--- src/rtl/mmcm_drp_reconfig.sv ---
// mmcm_drp_reconfig: reprograms MMCME2_ADV CLKOUT0..3 dividers over DRP.
// Define MMCM_DRP_VERIFY_EN to read back and compare every DRP write.
module mmcm_drp_reconfig #(
  parameter int LOCK_TIMEOUT = 65535,
  parameter int DRDY_TIMEOUT = 255
) (
  input  logic        clk_in,
  input  logic        RST,
  input  logic        cfg_req,
  input  logic [6:0]  cfg_div0,
  input  logic [6:0]  cfg_div1,
  input  logic [6:0]  cfg_div2,
  input  logic [6:0]  cfg_div3,
  output logic        busy,
  output logic        done,
  output logic        err,
  output logic        mmcm_rst,
  output logic [6:0]  daddr,
  output logic        den,
  output logic        dwe,
  output logic [15:0] di,
  input  logic [15:0] drp_do,
  input  logic        drdy,
  input  logic        locked
);

  localparam int LW = $clog2(LOCK_TIMEOUT + 1);
  localparam int DW = $clog2(DRDY_TIMEOUT + 1);
  localparam logic [LW-1:0] LTO = LW'(LOCK_TIMEOUT);
  localparam logic [DW-1:0] DTO = DW'(DRDY_TIMEOUT);

  typedef enum logic [3:0] {
    S_IDLE, S_CHECK, S_ASSERT_RST, S_RD, S_RD_WAIT,
    S_WR, S_WR_WAIT, S_RELEASE, S_WAIT_LOCK,
    S_DONE, S_ERROR, S_VRD, S_VRD_WAIT
  } state_t;

  state_t          state_q, state_d;
  logic [2:0]      idx_q, idx_d;
  logic [3:0][6:0] div_q, div_d;
  logic [15:0]     di_q, di_d;
  logic [6:0]      daddr_q, daddr_d;
  logic            mmcm_rst_q, mmcm_rst_d;
  logic            err_q, err_d;
  logic [DW-1:0]   dcnt_q, dcnt_d;
  logic [LW-1:0]   lcnt_q, lcnt_d;
  logic            lock_meta_q, lock_sync_q;

  logic [6:0]  dsel;
  logic [5:0]  hi, lo;
  logic        edge_b, nocnt;
  logic [15:0] wr_data;
  logic        bad_div, last, d_tmo;
  logic [2:0]  nidx;

  // Divider encoding for the register pair selected by idx.
  always_comb begin
    dsel   = div_q[idx_q[2:1]];
    hi     = dsel[6:1];
    lo     = 6'(dsel - {1'b0, dsel[6:1]});
    edge_b = dsel[0];
    nocnt  = 1'b0;
    if (dsel == 7'd1) begin
      hi     = 6'd1;
      lo     = 6'd1;
      edge_b = 1'b0;
      nocnt  = 1'b1;
    end
    if (idx_q[0])
      wr_data = (drp_do & 16'hFC00) | {8'b0, edge_b, nocnt, 6'b0};
    else
      wr_data = (drp_do & 16'h1000) | {4'b0, hi, lo};
  end

  always_comb begin
    bad_div = 1'b0;
    for (int k = 0; k < 4; k++)
      if (div_q[k] == 7'd0 || div_q[k] == 7'd127)
        bad_div = 1'b1;
  end

  always_comb begin
    state_d    = state_q;
    idx_d      = idx_q;
    div_d      = div_q;
    di_d       = di_q;
    daddr_d    = daddr_q;
    mmcm_rst_d = mmcm_rst_q;
    err_d      = err_q;
    dcnt_d     = dcnt_q;
    lcnt_d     = lcnt_q;
    last       = (idx_q == 3'd7);
    nidx       = idx_q + 3'd1;
    d_tmo      = (dcnt_q == DTO);
    unique case (state_q)
      S_IDLE: begin
        if (cfg_req) begin
          div_d   = {cfg_div3, cfg_div2, cfg_div1, cfg_div0};
          err_d   = 1'b0;
          state_d = S_CHECK;
        end
      end
      S_CHECK: begin
        if (bad_div) begin
          state_d = S_ERROR;
        end else begin
          mmcm_rst_d = 1'b1;
          state_d    = S_ASSERT_RST;
        end
      end
      S_ASSERT_RST: begin
        idx_d   = 3'd0;
        daddr_d = 7'h08;
        state_d = S_RD;
      end
      S_RD: begin
        dcnt_d  = '0;
        state_d = S_RD_WAIT;
      end
      S_RD_WAIT: begin
        if (drdy) begin
          di_d    = wr_data;
          state_d = S_WR;
        end else if (d_tmo) begin
          state_d = S_ERROR;
        end else begin
          dcnt_d = dcnt_q + 1'b1;
        end
      end
      S_WR: begin
        dcnt_d  = '0;
        state_d = S_WR_WAIT;
      end
      S_WR_WAIT: begin
        if (drdy) begin
`ifdef MMCM_DRP_VERIFY_EN
          state_d = S_VRD;
`else
          state_d = last ? S_RELEASE : S_RD;
          idx_d   = last ? idx_q : nidx;
          daddr_d = {4'b0001, nidx};
`endif
        end else if (d_tmo) begin
          state_d = S_ERROR;
        end else begin
          dcnt_d = dcnt_q + 1'b1;
        end
      end
`ifdef MMCM_DRP_VERIFY_EN
      S_VRD: begin
        dcnt_d  = '0;
        state_d = S_VRD_WAIT;
      end
      S_VRD_WAIT: begin
        if (drdy) begin
          if (drp_do != di_q) begin
            state_d = S_ERROR;
          end else begin
            state_d = last ? S_RELEASE : S_RD;
            idx_d   = last ? idx_q : nidx;
            daddr_d = {4'b0001, nidx};
          end
        end else if (d_tmo) begin
          state_d = S_ERROR;
        end else begin
          dcnt_d = dcnt_q + 1'b1;
        end
      end
`endif
      S_RELEASE: begin
        lcnt_d  = '0;
        state_d = S_WAIT_LOCK;
      end
      S_WAIT_LOCK: begin
        if (lock_sync_q)
          state_d = S_DONE;
        else if (lcnt_q == LTO)
          state_d = S_ERROR;
        else
          lcnt_d = lcnt_q + 1'b1;
      end
      S_DONE:  state_d = S_IDLE;
      S_ERROR: state_d = S_IDLE;
      default: state_d = S_IDLE;
    endcase
    // Any failure leaves the MMCM released, possibly part-programmed.
    if (state_d == S_ERROR) begin
      err_d      = 1'b1;
      mmcm_rst_d = 1'b0;
    end
    if (state_d == S_RELEASE)
      mmcm_rst_d = 1'b0;
  end

  always_ff @(posedge clk_in or posedge RST) begin
    if (RST) begin
      state_q     <= S_IDLE;
      idx_q       <= '0;
      div_q       <= '0;
      di_q        <= '0;
      daddr_q     <= '0;
      mmcm_rst_q  <= 1'b0;
      err_q       <= 1'b0;
      dcnt_q      <= '0;
      lcnt_q      <= '0;
      lock_meta_q <= 1'b0;
      lock_sync_q <= 1'b0;
    end else begin
      state_q     <= state_d;
      idx_q       <= idx_d;
      div_q       <= div_d;
      di_q        <= di_d;
      daddr_q     <= daddr_d;
      mmcm_rst_q  <= mmcm_rst_d;
      err_q       <= err_d;
      dcnt_q      <= dcnt_d;
      lcnt_q      <= lcnt_d;
      lock_meta_q <= locked;
      lock_sync_q <= lock_meta_q;
    end
  end

  assign busy = !(state_q inside {S_IDLE, S_DONE, S_ERROR});
  assign done = (state_q == S_DONE);
  assign den  = (state_q inside {S_RD, S_WR, S_VRD});
  assign dwe  = (state_q == S_WR);
  assign err      = err_q;
  assign mmcm_rst = mmcm_rst_q;
  assign daddr    = daddr_q;
  assign di       = di_q;

endmodule
--- config.mk ---
export PLATFORM = sky130hd
export DESIGN_NAME = mmcm_drp_reconfig
export DESIGN_NICKNAME = d
export VERILOG_FILES = /design/src/rtl/mmcm_drp_reconfig.sv
export SDC_FILE = /design/constraint.sdc
export NUM_CORES = 1
export LEC_CHECK = 0
export CORE_MARGIN = 10
export CORE_UTILIZATION = 40
export CTS_CLUSTER_DIAMETER = 120
export CTS_CLUSTER_SIZE = 8
export DETAILED_ROUTE_END_ITERATION = 6
export PLACE_DENSITY_LB_ADDON = 0.25
export SYNTH_ARGS = -nofsm -noshare
export SYNTH_HDL_FRONTEND = slang
export SYNTH_SLANG_ARGS = --single-unit
--- constraint.sdc ---
create_clock -name clk_in -period 3.1 [get_ports clk_in]
set_input_delay 0.62 -clock clk_in [delete_from_list [all_inputs] [get_ports clk_in]]
set_output_delay 0.62 -clock clk_in [all_outputs]
set_load 0.05 [all_outputs]
==> results.cfg <==
[clocking]
path_clk_slew_ns = 0.09
cts-resized-gates = 0
htreeDepth = 3
cts_tree = built
clock_latency_ns = 0.35
postCtsHoldBufs = 0
cts.sinks = 83
cts_root_buf = clkbuf_8
cts_buffers = 9
cts_setup_buffers = 0
cts.path.max_buffers = 2

[routing]
drt_first_iter_violations = 237
dr.pass1.iters = 4
wl_per_cell_um = 16.1
totalWireLength_um = 9720
vias = 3171
ant_nets = 0
via_per_inst = 5.25
drc_errors = 0

[floorplanning]
fp-row-count = 37
initial_core_util_pct = 41.4
core_area_um2 = 10400
dieArea_um2 = 15300
die_h_um = 124
die_x_um = 124
ios = 78

[sta]
drv_slew = 0
period_share_pct = 93.6
tightest_slew_ns = 0.961
rsz0062_at_grt = false
tns_ns = 0
fin_skew_ns = 0.0136
hold_viol_final = 0
max_freq_mhz = 345
setup_viol = 0
fin_crit_ns = 2.90
maxSlewHeadroom_pct = 35.8

[pwr]
combPwrFrac_pct = 47.3
p_seq_share_pct = 35.6
switching_share_pct = 41.3
p_sw_mw = 2.09
clkPwrFrac_pct = 17.1
powerDensity_nw_per_um2 = 947
peakVddDrop_mv = 0.492
fin_total_pwr_mw = 5.06
power.internal_mw = 2.97
cellLeakagePower_nw = 2.30

[worst_setup_path]
crit_required_ns = 2.48
cp-end-kind = output pin
worstPathArrival_ns = 2.28
start_kind = register
crit_type = register to output pin
critPathMaxFanout = 13

[global_routing]
grt_pass1_vias = 3197
grt_usage_pct = 13.1
grt_pass1_wl_um = 16100
use_met1_pct = 17.6
grtUsageMet3_pct = 3.12
grt_max_degree = 84
antenna_found_initial = 0
grt-ovfl-total = 0
busiest_layer = met2
grtUsageMet2_pct = 19.8

[placement]
numPortBuffers = 64
gp_congestion = 0.821
place_inst = 588
dp_hpwl_um = 7010

[synth]
synthArstFlopShare_pct = 100
synth_cell_types = 49
synth-edff-count = 0
ys_seq_area_share_pct = 48.1
ys_warn_count = 0
ys_seq_elements = 83
synth_ff_type = dfrtp_1
syn_area_per_cell_um2 = 10.9
synth_cells = 396
syn-cell-area_um2 = 4310

[outcome]
status = complete, no violations

[layout]
area_growth_pct = 23.8
instances_no_fill = 604
drive_above_1_share_pct = 14.7
diodes = 0
nets = 525

[worst_hold_path]
holdCritPathClass = register to register

[job]
maxCapViolCount = 0
-- stage by stage --
stage / setup WS, ns / utilization (%) / hold WS [ns] / area [um^2]
2_1_floorplan: 0.343 / - / 0.331 / 4320
3_3_place_gp: 0.384 / 49.2 / 0.335 / 5120
3_5_place_dp: 0.289 / 49.2 / 0.336 / 5120
4_1_cts: 0.173 / 51.3 / 0.358 / 5340
5_1_grt: 0.0775 / 51.3 / 0.361 / 5340
6_report: 0.197 / 51.3 / 0.354 / 5340
-- cell type report --
type                            instances  area, um^2
Clock buffer                           12         145
Timing Repair Buffer                   72         713
Multi-Input combinational cell        280        2100
Sequential cell                        83        2080
Fill cell                             949        5070
Clock inverter                          4        73.8
Inverter                               17        65.1
Tap cell                              136         170
-- critical path: stages, from the launching register on --
cell and delay, ns:
dfrtp_1 0.54, nand2b_1 0.30, nor3b_1 0.24, clkdlybuf4s50_1 0.84
-- sequential cells by signal (all words and copies together), names as in the netlist --
name,count
lock_sync_q,1
lcnt_q,16
idx_q,3
err,1
state_q,4
di,16
div_q,28
lock_meta_q,1
dcnt_q,8
daddr,4
mmcm_rst,1
-- kinds of logic after synthesis --
| logic type | share of synthesized area [%] |
|---|---|
| mux | 13.0 |
| buf+inv | 3.39 |
| fa+ha+maj | 3.94 |
| compound gates | 7.43 |
| simple gates | 18.8 |
| flops | 48.1 |
| other cells | 0.0869 |
| xor+xnor | 5.28 |
-- routing by layer --
layer	share of wire, %	wire (um)
met5	0	0
met4	1.8	173
met3	5.6	547
met2	45	4370
met1	48	4620
-- cells in the final DEF, fill, tap and decap left out, drive strengths merged, types with 5 or more instances in the layout --
| cell | count |
|---|---|
| inv | 16 |
| nand2 | 27 |
| and3 | 5 |
| nand3 | 9 |
| nand4 | 14 |
| o21ai | 15 |
| nor4 | 8 |
| xnor2 | 10 |
| dfrtp | 83 |
| clkbuf | 12 |
| a22o | 8 |
| mux2 | 35 |
| or4 | 10 |
| clkdlybuf4s50 | 64 |
| mux4 | 6 |
| xor2 | 16 |
| a21oi | 12 |
| nor2 | 42 |
| nand2b | 7 |
| buf | 8 |
| ha | 12 |
-- power by group through the flow --
stage               clock network, mW  logic [mW]  registers [mW]
finish                          0.867        2.39            1.80
global placement                    0        2.36            1.80
floorplan                           0        1.43            2.06
CTS                             0.903        2.42            1.79
detailed placement                  0        2.40            1.81
global route                    0.942        2.62            1.85
-- cell usage after synthesis (4+ instances only) --
cell	n	area (um^2)
nor2_1	41	154
nor2b_1	4	25.0
a21oi_1	12	60.1
or4_1	10	75.1
clkbuf_1	12	45.0
xnor2_1	10	87.6
mux2_2	35	394
nand3_1	9	45.0
inv_1	17	63.8
mux4_2	6	135
dfrtp_1	83	2080
and3_1	5	31.3
nand4_1	14	87.6
nand2_1	27	101
nand2b_1	7	43.8
nor4_1	7	43.8
ha_1	12	150
xor2_1	16	140
o21ai_0	15	75.1
a22o_1	8	70.1
-- worst paths after layout --
kind | slack [ns] | end | cells after the start | from
max in group asynchronous | 2.06 | div_q[15]$_DFFE_PP0P_ | 3 | RST
min in group asynchronous | 0.67 | lcnt_q[8]$_DFFE_PP0P_ | 3 | RST
min reg2reg | 0.35 | lock_sync_q$_DFF_PP0_ | 0 | lock_meta_q$_DFF_PP0_
min | 0.35 | lock_sync_q$_DFF_PP0_ | 0 | lock_meta_q$_DFF_PP0_
max reg2reg | 0.32 | di[5]$_DFFE_PP0P_ | 9 | idx_q[1]$_DFFE_PP0P_
max | 0.20 | done | 3 | state_q[1]$_DFF_PP0_
Power figures use the tool's default switching activity.
